===== config.mk =====
export PLATFORM = sky130hd
export DESIGN_NAME = sme_multi_pe
export DESIGN_NICKNAME = d
export VERILOG_FILES = /design/src/rtl/sme_pkg.sv /design/src/rtl/sme_pe.sv /design/src/rtl/sme_multi_pe.sv
export SDC_FILE = /design/constraint.sdc
export NUM_CORES = 1
export LEC_CHECK = 0
export CELL_PAD_IN_SITES_DETAIL_PLACEMENT = 0
export CELL_PAD_IN_SITES_GLOBAL_PLACEMENT = 1
export CORE_MARGIN = 8
export CORE_UTILIZATION = 40
export DETAILED_ROUTE_END_ITERATION = 10
export PLACE_DENSITY_LB_ADDON = 0.1
export SLEW_MARGIN = 15
export SYNTH_ARGS = -nofsm -noshare
export SYNTH_HDL_FRONTEND = slang
export SYNTH_HIERARCHICAL = 1
export SYNTH_SLANG_ARGS = --single-unit

===== constraint.sdc =====
create_clock -name clk -period 12.3 [get_ports clk]
set_input_delay 3.69 -clock clk [delete_from_list [all_inputs] [get_ports clk]]
set_output_delay 3.69 -clock clk [all_outputs]
set_load 0.01 [all_outputs]

===== src/rtl/sme_pkg.sv =====
// Shared constants and the controller state type for the multi-PE string matcher.
package sme_pkg;

  localparam logic [7:0] CH_DOT    = 8'h2E;
  localparam logic [7:0] CH_CARET  = 8'h5E;
  localparam logic [7:0] CH_DOLLAR = 8'h24;
  localparam logic [7:0] CH_SPACE  = 8'h20;

  typedef enum logic [2:0] {
    ST_IDLE     = 3'd0,
    ST_LOAD_STR = 3'd1,
    ST_LOAD_PAT = 3'd2,
    ST_SEARCH   = 3'd3,
    ST_DONE     = 3'd4
  } sme_state_t;

endpackage


===== src/rtl/sme_pe.sv =====
// One processing element: decides whether the core pattern, with its anchor
// conditions, matches the string window starting at a single candidate index.
module sme_pe
  import sme_pkg::*;
#(
  parameter int PAT_MAX = 8,
  parameter int PL_W    = $clog2(PAT_MAX + 1)
) (
  input  logic [PAT_MAX-1:0][7:0] i_win,
  input  logic [PAT_MAX-1:0][7:0] i_core,
  input  logic [PL_W-1:0]         i_core_len,
  input  logic                    i_anc_s,
  input  logic                    i_anc_e,
  input  logic [7:0]              i_prev,
  input  logic [7:0]              i_next,
  output logic                    o_hit
);

  logic w_core_ok;

  // Every position inside the core must agree; a '.' accepts any string char
  always_comb begin
    w_core_ok = 1'b1;
    for (int k = 0; k < PAT_MAX; k++) begin
      if ((PL_W'(k) < i_core_len) && (i_core[k] != CH_DOT) && (i_core[k] != i_win[k])) begin
        w_core_ok = 1'b0;
      end else begin
        w_core_ok = w_core_ok;
      end
    end
  end

  assign o_hit = w_core_ok
               & (~i_anc_s | (i_prev == CH_SPACE))
               & (~i_anc_e | (i_next == CH_SPACE));

endmodule


===== src/rtl/sme_multi_pe.sv =====
// String-matching engine: byte-serial string/pattern load, then NUM_PE start
// positions per SEARCH cycle with '.', '^' and '$' support and string reuse.
module sme_multi_pe
  import sme_pkg::*;
#(
  parameter int STR_MAX = 32,
  parameter int PAT_MAX = 8,
  parameter int NUM_PE  = 4,
  parameter int IDX_W   = $clog2(STR_MAX)
) (
  input  logic             clk,
  input  logic             reset,
  input  logic [7:0]       chardata,
  input  logic             isstring,
  input  logic             ispattern,
  output logic             valid,
  output logic             match,
  output logic [IDX_W-1:0] match_index
);

  localparam int LEN_W = $clog2(STR_MAX + 1);
  localparam int CW    = LEN_W + 1;
  localparam int PL_W  = $clog2(PAT_MAX + 1);

  sme_state_t r_state;
  sme_state_t w_state_nxt;

  logic [7:0]              r_str [STR_MAX];
  logic [LEN_W-1:0]        r_str_len;
  logic                    r_new_str;
  logic [PAT_MAX-1:0][7:0] r_pat;
  logic [PL_W-1:0]         r_pat_len;
  logic [PAT_MAX-1:0][7:0] r_core;
  logic [PL_W-1:0]         r_core_len;
  logic                    r_anc_s;
  logic                    r_anc_e;
  logic [CW-1:0]           r_base;
  logic                    r_valid;
  logic                    r_match;
  logic [IDX_W-1:0]        r_match_index;

  logic                    w_str_we;
  logic                    w_pat_first;
  logic                    w_pat_app;
  logic                    w_search_start;
  logic                    w_searching;
  logic                    w_done;
  logic                    w_resolve;
  logic [LEN_W-1:0]        w_str_idx;
  logic                    w_anc_s;
  logic                    w_anc_e;
  logic [7:0]              w_last_ch;
  logic [PL_W-1:0]         w_core_len;
  logic [PAT_MAX-1:0][7:0] w_core;
  logic [CW-1:0]           w_l_ext;
  logic [CW-1:0]           w_len_ext;
  logic [CW-1:0]           w_ncand;
  logic                    w_last_grp;
  logic [NUM_PE-1:0]       w_pe_hit;
  logic [NUM_PE-1:0]       w_inrange;
  logic                    w_any;
  logic [IDX_W-1:0]        w_sel;

  // State register
  always_ff @(posedge clk) begin
    if (reset) begin
      r_state <= ST_IDLE;
    end else begin
      r_state <= w_state_nxt;
    end
  end

  // Next-state logic; ispattern takes priority over isstring
  always_comb begin
    w_state_nxt = r_state;
    case (r_state)
      ST_IDLE: begin
        if (ispattern)     w_state_nxt = ST_LOAD_PAT;
        else if (isstring) w_state_nxt = ST_LOAD_STR;
        else               w_state_nxt = ST_IDLE;
      end
      ST_LOAD_STR: begin
        if (ispattern) w_state_nxt = ST_LOAD_PAT;
        else           w_state_nxt = ST_LOAD_STR;
      end
      ST_LOAD_PAT: begin
        if (ispattern) w_state_nxt = ST_LOAD_PAT;
        else           w_state_nxt = ST_SEARCH;
      end
      ST_SEARCH: begin
        if (w_resolve) w_state_nxt = ST_DONE;
        else           w_state_nxt = ST_SEARCH;
      end
      ST_DONE: w_state_nxt = ST_IDLE;
      default: w_state_nxt = ST_IDLE;
    endcase
  end

  // Per-state datapath strobes
  always_comb begin
    w_str_we       = 1'b0;
    w_pat_first    = 1'b0;
    w_pat_app      = 1'b0;
    w_search_start = 1'b0;
    w_searching    = 1'b0;
    w_done         = 1'b0;
    case (r_state)
      ST_IDLE, ST_LOAD_STR: begin
        w_pat_first = ispattern;
        w_str_we    = isstring & ~ispattern;
      end
      ST_LOAD_PAT: begin
        w_pat_app      = ispattern;
        w_search_start = ~ispattern;
      end
      ST_SEARCH: w_searching = 1'b1;
      ST_DONE:   w_done      = 1'b1;
      default:   w_done      = 1'b0;
    endcase
  end

  // A fresh string always starts at slot 0; r_new_str is re-armed after every result
  assign w_str_idx = r_new_str ? {LEN_W{1'b0}} : r_str_len;

  // String length and new-string flag
  always_ff @(posedge clk) begin
    if (reset) begin
      r_str_len <= {LEN_W{1'b0}};
      r_new_str <= 1'b1;
    end else if (w_str_we) begin
      r_new_str <= 1'b0;
      if (r_new_str) begin
        r_str_len <= LEN_W'(1);
      end else if (r_str_len < LEN_W'(STR_MAX)) begin
        r_str_len <= r_str_len + LEN_W'(1);
      end
    end else if (w_done) begin
      r_new_str <= 1'b1;
    end
  end

  // String buffer; characters past STR_MAX are dropped
  always_ff @(posedge clk) begin
    if (w_str_we && (w_str_idx < LEN_W'(STR_MAX))) begin
      r_str[IDX_W'(w_str_idx)] <= chardata;
    end
  end

  // Pattern length, saturating at PAT_MAX
  always_ff @(posedge clk) begin
    if (reset) begin
      r_pat_len <= {PL_W{1'b0}};
    end else if (w_pat_first) begin
      r_pat_len <= PL_W'(1);
    end else if (w_pat_app && (r_pat_len < PL_W'(PAT_MAX))) begin
      r_pat_len <= r_pat_len + PL_W'(1);
    end
  end

  // Pattern buffer
  always_ff @(posedge clk) begin
    for (int k = 0; k < PAT_MAX; k++) begin
      if ((w_pat_first && (k == 0)) || (w_pat_app && (r_pat_len == PL_W'(k)))) begin
        r_pat[k] <= chardata;
      end
    end
  end

  // Anchor decode and core extraction from the finished pattern
  always_comb begin
    w_anc_s   = (r_pat[0] == CH_CARET);
    w_last_ch = r_pat[0];
    for (int k = 0; k < PAT_MAX; k++) begin
      if (r_pat_len == PL_W'(k + 1)) w_last_ch = r_pat[k];
      else                           w_last_ch = w_last_ch;
    end
    w_anc_e    = (w_last_ch == CH_DOLLAR) && (r_pat_len > PL_W'(w_anc_s));
    w_core_len = r_pat_len - PL_W'(w_anc_s) - PL_W'(w_anc_e);
    w_core     = w_anc_s ? (r_pat >> 4'd8) : r_pat;
  end

  // Latched search context and group base
  always_ff @(posedge clk) begin
    if (reset) begin
      r_core_len <= {PL_W{1'b0}};
      r_anc_s    <= 1'b0;
      r_anc_e    <= 1'b0;
      r_base     <= {CW{1'b0}};
    end else if (w_search_start) begin
      r_core     <= w_core;
      r_core_len <= w_core_len;
      r_anc_s    <= w_anc_s;
      r_anc_e    <= w_anc_e;
      r_base     <= {CW{1'b0}};
    end else if (w_searching && !w_resolve) begin
      r_base <= r_base + CW'(NUM_PE);
    end
  end

  // Candidate count: none if the core is longer than the string, only i=0 for an empty core
  always_comb begin
    w_l_ext   = CW'(r_core_len);
    w_len_ext = CW'(r_str_len);
    if (w_l_ext > w_len_ext)              w_ncand = {CW{1'b0}};
    else if (r_core_len == {PL_W{1'b0}})  w_ncand = CW'(1);
    else                                  w_ncand = w_len_ext - w_l_ext + CW'(1);
  end

  assign w_last_grp = ((r_base + CW'(NUM_PE)) >= w_ncand);

  for (genvar p = 0; p < NUM_PE; p++) begin : g_pe
    logic [CW-1:0]           w_cand;
    logic [CW-1:0]           w_widx;
    logic [CW-1:0]           w_pidx;
    logic [CW-1:0]           w_end;
    logic [PAT_MAX-1:0][7:0] w_win;
    logic [7:0]              w_prev;
    logic [7:0]              w_next;

    // Window and boundary characters; positions outside the buffer read as blank
    always_comb begin
      w_cand = r_base + CW'(p);
      w_end  = w_cand + w_l_ext;
      w_pidx = w_cand - CW'(1);
      w_widx = {CW{1'b0}};
      w_win  = {(PAT_MAX * 8){1'b0}};
      for (int k = 0; k < PAT_MAX; k++) begin
        w_widx = w_cand + CW'(k);
        if (w_widx < CW'(STR_MAX)) w_win[k] = r_str[IDX_W'(w_widx)];
        else                       w_win[k] = 8'h00;
      end
      if (w_cand == {CW{1'b0}})          w_prev = CH_SPACE;
      else if (w_pidx < CW'(STR_MAX))    w_prev = r_str[IDX_W'(w_pidx)];
      else                               w_prev = CH_SPACE;
      if (w_end == w_len_ext)            w_next = CH_SPACE;
      else if (w_end < CW'(STR_MAX))     w_next = r_str[IDX_W'(w_end)];
      else                               w_next = CH_SPACE;
    end

    assign w_inrange[p] = (w_cand < w_ncand);

    sme_pe #(
      .PAT_MAX (PAT_MAX),
      .PL_W    (PL_W)
    ) u_pe (
      .i_win      (w_win),
      .i_core     (r_core),
      .i_core_len (r_core_len),
      .i_anc_s    (r_anc_s),
      .i_anc_e    (r_anc_e),
      .i_prev     (w_prev),
      .i_next     (w_next),
      .o_hit      (w_pe_hit[p])
    );
  end

  // Lowest in-range hit wins
  always_comb begin
    w_any = 1'b0;
    w_sel = {IDX_W{1'b0}};
    for (int j = NUM_PE - 1; j >= 0; j--) begin
      if (w_pe_hit[j] && w_inrange[j]) begin
        w_any = 1'b1;
        w_sel = IDX_W'(r_base + CW'(j));
      end else begin
        w_any = w_any;
        w_sel = w_sel;
      end
    end
  end

  assign w_resolve = w_searching & (w_any | w_last_grp);

  // Result registers; match and index hold between results
  always_ff @(posedge clk) begin
    if (reset) begin
      r_valid       <= 1'b0;
      r_match       <= 1'b0;
      r_match_index <= {IDX_W{1'b0}};
    end else if (w_resolve) begin
      r_valid       <= 1'b1;
      r_match       <= w_any;
      r_match_index <= w_any ? w_sel : {IDX_W{1'b0}};
    end else begin
      r_valid <= 1'b0;
    end
  end

  assign valid       = r_valid;
  assign match       = r_match;
  assign match_index = r_match_index;

endmodule


Word level (Yosys, flattened, before mapping)
Memories as Yosys holds them, arrays and structs flattened. A register that Yosys moved wholly into a read port is not among the register bits.
Index checks and enable logic that the tools add are counted.
- register bits: 162
- latch bits: 0
- memory bits (writable): 256
- bits in read-only memories: 0
- output and inout bits: 7
- word-level logic and storage cells: 408
- memories kept: 1
- memory list (name ; depth ; bits a word ; read ports ; clocked after Yosys merged registers in ; wr ports ; RTL line ; source):
    r_str ; 32 ; 8 ; 37 ; 1 ; 1 ; sme_multi_pe.sv:28 ; logic [7:0] r_str [STR_MAX];
- add/sub/neg operators: 42
- multiply operators: 0
- divide/modulo/power cells: 0
- $lt $le $gt $ge: 55
- equal/unequal tests: 66
- shifts and indexed selects: 0
- muxes and demuxes: 120
- bitwise gates (word level): 23
- reduce and logical (&&, ||, !) cells: 73
- operators with widths (operator ; count):
    2-to-1 mux 8 bit ; 52
    < comparator 7 x 6 -> 1 bit (second input constant) ; 37
    inequality test 8 bit ; 32
    adder 7 x 3 -> 7 bit (second input constant) ; 16
    equality test 8 x 6 -> 1 bit (second input constant) ; 9
    inequality test 8 x 6 -> 1 bit (second input constant) ; 8
    adder 7 x 2 -> 7 bit (second input constant) ; 8
    logical AND 1 bit ; 56
    2-to-1 mux 56 bit ; 1
    2-to-1 mux 1 bit ; 51
    adder 7 x 1 -> 7 bit (second input constant) ; 5
    2-to-1 mux 5 bit ; 7
    adder 7 x 4 -> 7 bit ; 4
    equality test 7 x 6 -> 1 bit ; 4
    zero test 7 bit ; 4
    < comparator 7 bit ; 4
    subtractor 7 x 1 -> 7 bit (second input constant) ; 4
    2-to-1 mux 6 bit ; 3
    equality test 4 x 3 -> 1 bit (second input constant) ; 4
    < comparator 3 x 4 -> 1 bit (first input constant) ; 4
    2-to-1 mux 7 bit ; 2
    < comparator 6 bit (second input constant) ; 2
    case mux 3 bit (4 select lines) ; 1
    AND 1 bit ; 10
    other kinds (28) ; 51

Logic depth before layout (Yosys ltp)
Gate-level depths: netlist of run 1.
- depth in word-level cells: 26
- depth in mapped cells: 23

Modules after synthesis
The synthesis of run 1 kept the hierarchy.
- modules (own cells, without submodules) (module ; instances ; cells each ; area each (um^2) ; seq. area each (um^2)):
    sme_multi_pe ; 1 ; 2103 ; 30514.3 ; 12211.7
    sme_pe ; 4 ; 128 ; 1012.2 ; 0.0

Worst setup path before layout of run 1
Ideal clock, no wire load.
- kind: input to register
- start: input port ispattern
- end: register r_core[0] (netlist bit) (enable)
- library setup time: 0.654 ns
- arrival: 10.039 ns
- required time: 11.646 ns
- path slack: 1.607 ns
- stages on the path: 1
- path buffers: 0
- path through: nor4_1
- longest elaborated chain between the ends: 3
- ends and longest elaborated chain (element ; RTL line ; source):
    start, declared ; sme_multi_pe.sv:15 ; input logic ispattern,
    inverter 1 bit ; sme_multi_pe.sv:114 ; w_search_start = ~ispattern;
    2-to-1 mux 1 bit ; sme_multi_pe.sv:107 ; case (r_state)
    AND reduction 2 bit (no line) ; -- ;
    end signal, assigned ; sme_multi_pe.sv:190 ; r_core <= w_core;
    end, declared ; sme_multi_pe.sv:33 ; logic [PAT_MAX-1:0][7:0] r_core;
Every way passes these cells.
A chain may end at the register's enable or synchronous reset.

Worst setup path in the final report of run 1
- start: register r_core_len[0]
- end: register r_match_index[3] (netlist: match_index[3])
- elaborated cells on any way between the ends: 143
- classes of those cells: add/sub: 6; order compare: 18; eq/ne: 8; mux: 51; bitwise: 14; reduce/logical: 45; memory: 1
- RTL lines (element ; RTL line ; source):
    start, declared ; sme_multi_pe.sv:34 ; logic [PL_W-1:0] r_core_len;
    start signal, assigned ; sme_multi_pe.sv:185 ; r_core_len <= {PL_W{1'b0}};
    start signal, assigned ; sme_multi_pe.sv:191 ; r_core_len <= w_core_len;
    adder 7 x 4 -> 7 bit (*) ; sme_multi_pe.sv:223 ; w_end = w_cand + w_l_ext;
    memory read (32 x 8 bit) / < comparator 7 x 6 -> 1 bit (equally long branches) ; -- ;
    2-to-1 mux 8 bit ; sme_multi_pe.sv:236 ; else if (w_end < CW'(STR_MAX)) w_next = r_str[IDX_W'(w_end)];
    2-to-1 mux 8 bit (*) ; sme_multi_pe.sv:235 ; if (w_end == w_len_ext) w_next = CH_SPACE;
    net g_pe[1].w_next[0] ; sme_multi_pe.sv:218 ; logic [7:0] w_next;
    equality test 8 x 6 -> 1 bit (*) ; sme_pe.sv:35 ; & (~i_anc_e | (i_next == CH_SPACE));
    OR 1 bit (*) ; sme_pe.sv:35 ;
    AND 1 bit (*) ; sme_pe.sv:35 ;
    net w_pe_hit[1] ; sme_multi_pe.sv:59 ; logic [NUM_PE-1:0] w_pe_hit;
    logical AND 1 bit (*) ; sme_multi_pe.sv:262 ; if (w_pe_hit[j] && w_inrange[j]) begin
    2-to-1 mux 1 bit (2 in a row) ; sme_multi_pe.sv:262 ;
    OR 1 bit ; sme_multi_pe.sv:272 ; assign w_resolve = w_searching & (w_any | w_last_grp);
    AND 1 bit ; sme_multi_pe.sv:272 ;
    end signal, assigned ; sme_multi_pe.sv:279 ; r_match_index <= {IDX_W{1'b0}};
    end signal, assigned ; sme_multi_pe.sv:283 ; r_match_index <= w_any ? w_sel : {IDX_W{1'b0}};
    end, declared ; sme_multi_pe.sv:40 ; logic [IDX_W-1:0] r_match_index;
Mark *: on every way through the listed nets, which the timed path passes. The rest lies on a longest branch.

==> impl_metrics.json, run 1 <==
{
  "clk_latency_ns": 0.63,
  "die_area_um2": 96070,
  "p_int_w": 0.002829,
  "synth.yosys.seq_area_share": 0.3533,
  "rsz0062_at_grt": "no",
  "netlist_instances": 2615,
  "cp.arrival_ns": 7.58,
  "fin_area_um2": 37880,
  "cts_buffer_depth": 3,
  "cts_buffers": 51,
  "p_sw_frac": 0.2829,
  "synthesis.nets": 2677,
  "timing.rr.end": "match_index[3]$_SDFFE_PP0P_",
  "grt_overflow": 0,
  "ctsResizeCount": 0,
  "initial_core_util": 0.4009,
  "p_switching_w": 0.001116,
  "min_from": "match_index[4]$_SDFFE_PP0P_",
  "layout.nets": 2644,
  "rr_startpoint": "r_core_len[0]$_SDFFE_PP0P_",
  "dr.pass1.iters": 6,
  "antenna_left": 0,
  "synth-seq-cells": 418,
  "min_period_ns": 7.081,
  "mostFrequentLayoutCells": "mux4_2 (524), edfxtp_1 (384), nand2_1 (365)",
  "critPathLaunch": "r_core_len[0]$_SDFFE_PP0P_",
  "dp_hpwl_um": 101300,
  "hold_buffers": 0,
  "p_per_area_nw_per_um2": 104.2,
  "grt_max_degree": 70,
  "fp.coreArea_um2": 86210,
  "antenna_found_initial": 3,
  "tns_ns": 0,
  "rows": 108,
  "drt_wl_total_um": 144400,
  "worstMarginPinSlew_ns": 1.338,
  "startpoint_type": "register",
  "hold_viol": 0,
  "finalCritPeriodShare": 0.5757,
  "clock-sinks": 418,
  "drt_iter0_drc": 4017,
  "holdPathEnd": "match_index[4]$_SDFFE_PP0P_",
  "synth_cell_types": 77,
  "area_growth_syn_to_layout_pct": 9.597,
  "end_kind": "register",
  "gp_congestion": 0.9798,
  "crit_type": "reg -> reg",
  "path_max_fanout": 64,
  "synth-edff-count": 384,
  "grt_use_total": 0.2971,
  "drc": 0,
  "grt_pass1_wl_um": 204000,
  "layout-drive-gt1-share": 0.2884,
  "ctsHtreeMaxLevel": 2,
  "p_seq_frac": 0.406,
  "drv_slew": 0,
  "clockPowerShare": 0.401,
  "required_ns": 12.80,
  "grt_pass1_vias": 26100,
  "vias": 26740,
  "synth_warnings": 6,
  "clk_pin_slew_worst_paths_ns": 0.06,
  "die_w_um": 310.0,
  "ir_worst_vdd_mv": 0.1125,
  "die_h_um": 310.0,
  "syn_area_um2": 34560,
  "clock_skew_ns": 0.02741,
  "setup_viol_count_final": 0,
  "hp-class": "reg -> reg",
  "ioPinCount": 19,
  "drv_cap": 0,
  "p_leak_nw": 11.74,
  "max-slew-margin-rel": 0.1080,
  "cts_tree": "built",
  "routedWlPerCell_um": 38.21,
  "mostFrequentLayoutCell": "mux4_2",
  "viasPerCell": 7.074,
  "async_reset_ff_frac": 0,
  "status": "finished clean",
  "p_comb_frac": 0.193,
  "portBuffers": 18,
  "r2r_setup_slack_ns": 5.22,
  "placed_cell_area_um2": 36130,
  "diodes": 0,
  "ys.flop_type": "edfxtp_1",
  "synth_area_per_cell_um2": 13.22,
  "cts_root_buf": "clkbuf_16",
  "max_freq_mhz": 141.2,
  "min_path_cells": 1,
  "cts_setup_buffers": 0,
  "r2r_cells": 16
}
-- power by group through the flow --
stage,Combinational (W),Clock (W),Sequential (W)
global placement,0.000745,0,0.00163
CTS,0.000754,0.00160,0.00160
detailed placement,0.000752,0,0.00163
global route,0.000805,0.00165,0.00160
floorplan,0.000539,0,0.00161
finish,0.000762,0.00158,0.00160
-- cell usage after synthesis (22+ instances only) --
library cell	number	share of area
buf_1	25	0.0027
buf_2	77	0.011
edfxtp_1	384	0.33
o21ai_0	24	0.0035
xor2_1	262	0.066
xnor2_1	25	0.0063
ha_1	46	0.017
a211oi_1	26	0.0056
dfxtp_1	34	0.020
nor4b_1	23	0.0058
nand2_1	365	0.040
mux2i_1	54	0.016
nor2_1	126	0.014
a21oi_1	129	0.019
nand4b_1	30	0.0076
mux4_2	524	0.34
inv_1	22	0.0024
nor4_1	95	0.017
clkbuf_1	73	0.0079
-- sequential cells by signal, indices dropped and copies added (netlist names), named ones only --
signal	cells
match	1
match_index	5
r_anc_e	1
r_anc_s	1
r_str	256
r_new_str	1
r_pat	64
r_core	64
r_str_len	6
r_pat_len	4
r_base	5
r_core_len	4
r_state	3
-- critical path, stage by stage (launching register included) --
cell and delay, ns:
dfxtp_4 0.75, inv_1 0.24, ha_4 0.61, buf_4 0.85
mux4_2 0.61, mux4_2 0.49, mux2i_1 0.36, nor2_1 0.08
nor4_1 0.86, nand2_1 0.38, a222oi_1 0.27, and3_1 0.34
nand3b_1 0.16, nand2_1 0.09, o211ai_2 0.30, a21oi_1 0.16
a22o_1 0.27
-- layer usage --
metal	share of wire	GRT usage	wire length, um
met3	0.13	0.1031	19150
met2	0.44	0.4434	63240
met4	0.053	0.1266	7588
met1	0.38	0.3937	54460
met5	0.000062	0	9
-- final cells by class --
class                      instances  area (um^2)
timing repair buffer             101        813.3
fill                            7905        48330
sequential                       418        12230
clock inverter                    38        434.2
tap                             1155         1445
inverter                          26        97.59
multi-input combinational       1984        21560
clock buffer                      58         1303
-- how the worst max path moves through the flow --
stage / to / slack [ns] / depth (start not counted)
finish: match_index[3]$_SDFFE_PP0P_ / 5.22 / 16
global route: match_index[3]$_SDFFE_PP0P_ / 4.76 / 16
CTS: match_index[0]$_SDFFE_PP0P_ / 5.36 / 15
detailed placement: match_index[0]$_SDFFE_PP0P_ / 5.37 / 15
global placement: r_str[29][1]$_DFFE_PP_ / 5.08 / 6
floorplan: r_core[0]$_DFFE_PP_ / 1.61 / 1
-- cell families after synthesis --
logic type,synth area share
AO/OA/AOI/OAI,0.05151
multiplexers,0.3584
flip-flops,0.3533
AND/OR/NAND/NOR,0.1133
buffers and inverters,0.02766
adder cells (fa/ha/maj),0.01897
XOR/XNOR,0.07685
-- per-stage QoR --
step / cells / util / setup WS (ns) / power [W] / hold WS (ns)
after floorplan: 2615 / - / 1.607 / 0.002153 / 0.4894
after global placement: 3681 / 0.4185 / 5.080 / 0.002374 / 0.4713
after detailed placement: 3684 / 0.4191 / 5.366 / 0.002381 / 0.4754
after CTS: 3780 / 0.4392 / 5.359 / 0.003957 / 0.4885
after global routing: 3780 / 0.4394 / 4.759 / 0.004061 / 0.5035
final: 3780 / 0.4394 / 5.219 / 0.003946 / 0.4787
Power figures use the tool's default switching activity.
==> inputs of run 2 (changes only) <==
Clock period 12.3 ns to 5.86 ns, I/O delays scaled along.
==> run 2 against run 1 <==
  * Clock power up 120%
  * Setup slack worse by 4.9 ns
  * Register-to-register slack worse by 4.9 ns
  * Critical path depth unchanged
  * Fmax up 27%
  * Final area up 2.0%
  * Non-clock buffer count up 80
  * Hold slack better by 0.029 ns
  * Global-route usage up 1.2 points
  * Flip-flop and latch count unchanged
  * Power up 110%
  * Critical path type unchanged
  * Largest power group is now clock
==> impl_metrics.json, run 2 (synthesis gave the netlist of run 1 again) <==
{
  "status": "finished clean",
  "largestRegisters": "r_str x256, r_core x64, r_pat x64",
  "end_kind": "register",
  "tns_ns": 0,
  "viasPerCell": 7.075,
  "drv_slew": 0,
  "routedWlPerCell_um": 38.91,
  "path_max_fanout": 19,
  "cts_root_buf": "clkbuf_16",
  "drt_wl_total_um": 150300,
  "clock_skew_ns": 0.02324,
  "drc": 0,
  "startpoint_type": "register",
  "hold_viol": 0,
  "finalCritPeriodShare": 0.9515,
  "ir_worst_vdd_mv": 0.2134,
  "die_w_um": 310.0,
  "hp-class": "reg -> reg",
  "cts_setup_buffers": 0,
  "grt_pass1_vias": 26610,
  "antenna_found_initial": 2,
  "p_comb_frac": 0.204,
  "mostFrequentLayoutCell": "mux4_2",
  "regMostFlops": "r_str",
  "cp.arrival_ns": 6.11,
  "gp_congestion": 0.9727,
  "layout-drive-gt1-share": 0.3054,
  "layout.nets": 2725,
  "min_path_cells": 1,
  "drt_iter0_drc": 4133,
  "ioPinCount": 19,
  "die_area_um2": 96070,
  "antenna_left": 0,
  "drv_cap": 0,
  "required_ns": 6.39,
  "ctsHtreeMaxLevel": 2,
  "grt_max_degree": 125,
  "clock-sinks": 418,
  "r2r_cells": 16,
  "p_sw_frac": 0.2917,
  "rows": 108,
  "worstMarginPinSlew_ns": 1.152,
  "clk_pin_slew_worst_paths_ns": 0.06,
  "area_growth_syn_to_layout_pct": 11.76,
  "p_int_w": 0.006003,
  "clk_latency_ns": 0.65,
  "p_leak_nw": 12.20,
  "grt_overflow": 0,
  "die_h_um": 310.0,
  "cts_tree": "built",
  "fin_util": 0.4481,
  "initial_core_util": 0.4009,
  "clockPowerShare": 0.401,
  "p_seq_frac": 0.395,
  "dp_hpwl_um": 105500,
  "setup_viol_count_final": 0,
  "crit_type": "reg -> reg",
  "hold_buffers": 0,
  "largest_reg_flops": 256,
  "p_switching_w": 0.002472,
  "grt_use_total": 0.3095,
  "portBuffers": 18,
  "mostFrequentLayoutCells": "mux4_2 (524), edfxtp_1 (384), nand2_1 (365)",
  "cts_buffers": 52,
  "max-slew-margin-rel": 0.2318,
  "grt_pass1_wl_um": 211600,
  "max_freq_mhz": 179.3,
  "cts_buffer_depth": 3,
  "dr.pass1.iters": 6,
  "p_per_area_nw_per_um2": 219.4,
  "vias": 27330,
  "rsz0062_at_grt": "no",
  "min_period_ns": 5.576,
  "fp.coreArea_um2": 86210
}
## run 2: worst paths after layout
| check | from | endpoint | slack [ns] |
|---|---|---|---|
| min reg2reg | match_index[3]$_SDFFE_PP0P_ | match_index[3]$_SDFFE_PP0P_ | 0.51 |
| min | match_index[3]$_SDFFE_PP0P_ | match_index[3]$_SDFFE_PP0P_ | 0.51 |
| max | r_base[2]$_SDFFE_PP0P_ | match_index[0]$_SDFFE_PP0P_ | 0.28 |
| max reg2reg | r_base[2]$_SDFFE_PP0P_ | match_index[0]$_SDFFE_PP0P_ | 0.28 |
## run 2: what timing repair did
action / CTS / global route
endpoints found under the hold margin: 0 / 0
endpoints found under the setup margin: 0 / 3
resized for setup: 0 / 1
## run 2: layer usage
metal  vias to the layer above  share of wire  track usage
li1                      10710              -            -
met2                      2062           0.43       0.4484
met5                         -       0.000093            0
met1                     14150           0.38       0.4076
met4                         2          0.065       0.1639
met3                       403           0.13       0.1085
## run 2: power by group through the flow
| stage | clock network (W) | logic (W) | registers (W) |
|---|---|---|---|
| after floorplan | 0 | 0.00113 | 0.00339 |
| after global placement | 0 | 0.00169 | 0.00340 |
| after detailed placement | 0 | 0.00170 | 0.00341 |
| after CTS | 0.00346 | 0.00171 | 0.00334 |
| after global routing | 0.00355 | 0.00181 | 0.00335 |
| final | 0.00340 | 0.00173 | 0.00334 |
## run 2: area by class of cell
class,count,area (um^2)
Antenna cell,3,7.507
Timing Repair Buffer,181,1578
Multi-Input combinational cell,1984,21510
Sequential cell,418,12230
Clock buffer,57,1320
Fill cell,7824,47580
Clock inverter,39,439.2
Inverter,26,97.59
Tap cell,1155,1445
## run 2: metrics by stage
step	std cells	instance area, um^2	power (W)	setup slack [ns]	hold WS (ns)
4_1_cts	3860	38620	0.008510	0.3520	0.5129
5_1_grt	3860	38620	0.008706	0.001689	0.5392
3_3_place_gp	3764	36860	0.005093	0.2821	0.4975
3_5_place_dp	3764	36860	0.005106	0.3821	0.4988
6_report	3863	38630	0.008475	0.2843	0.5075
2_1_floorplan	2615	34580	0.004518	0.3502	0.4894
## run 2: critical path, cell delays in order (launching register included)
cell	delay [ns]
dfxtp_4	0.47
ha_1	0.34
xnor2_2	0.11
inv_2	0.43
buf_4	0.34
mux4_2	0.32
mux2i_1	0.31
nor2_1	0.26
xor2_1	0.24
nor4_1	0.38
a21oi_1	0.18
nor4_1	0.66
and3_1	0.38
nand4bb_1	0.16
o21a_1	0.24
o211a_1	0.23
o41ai_1	0.38
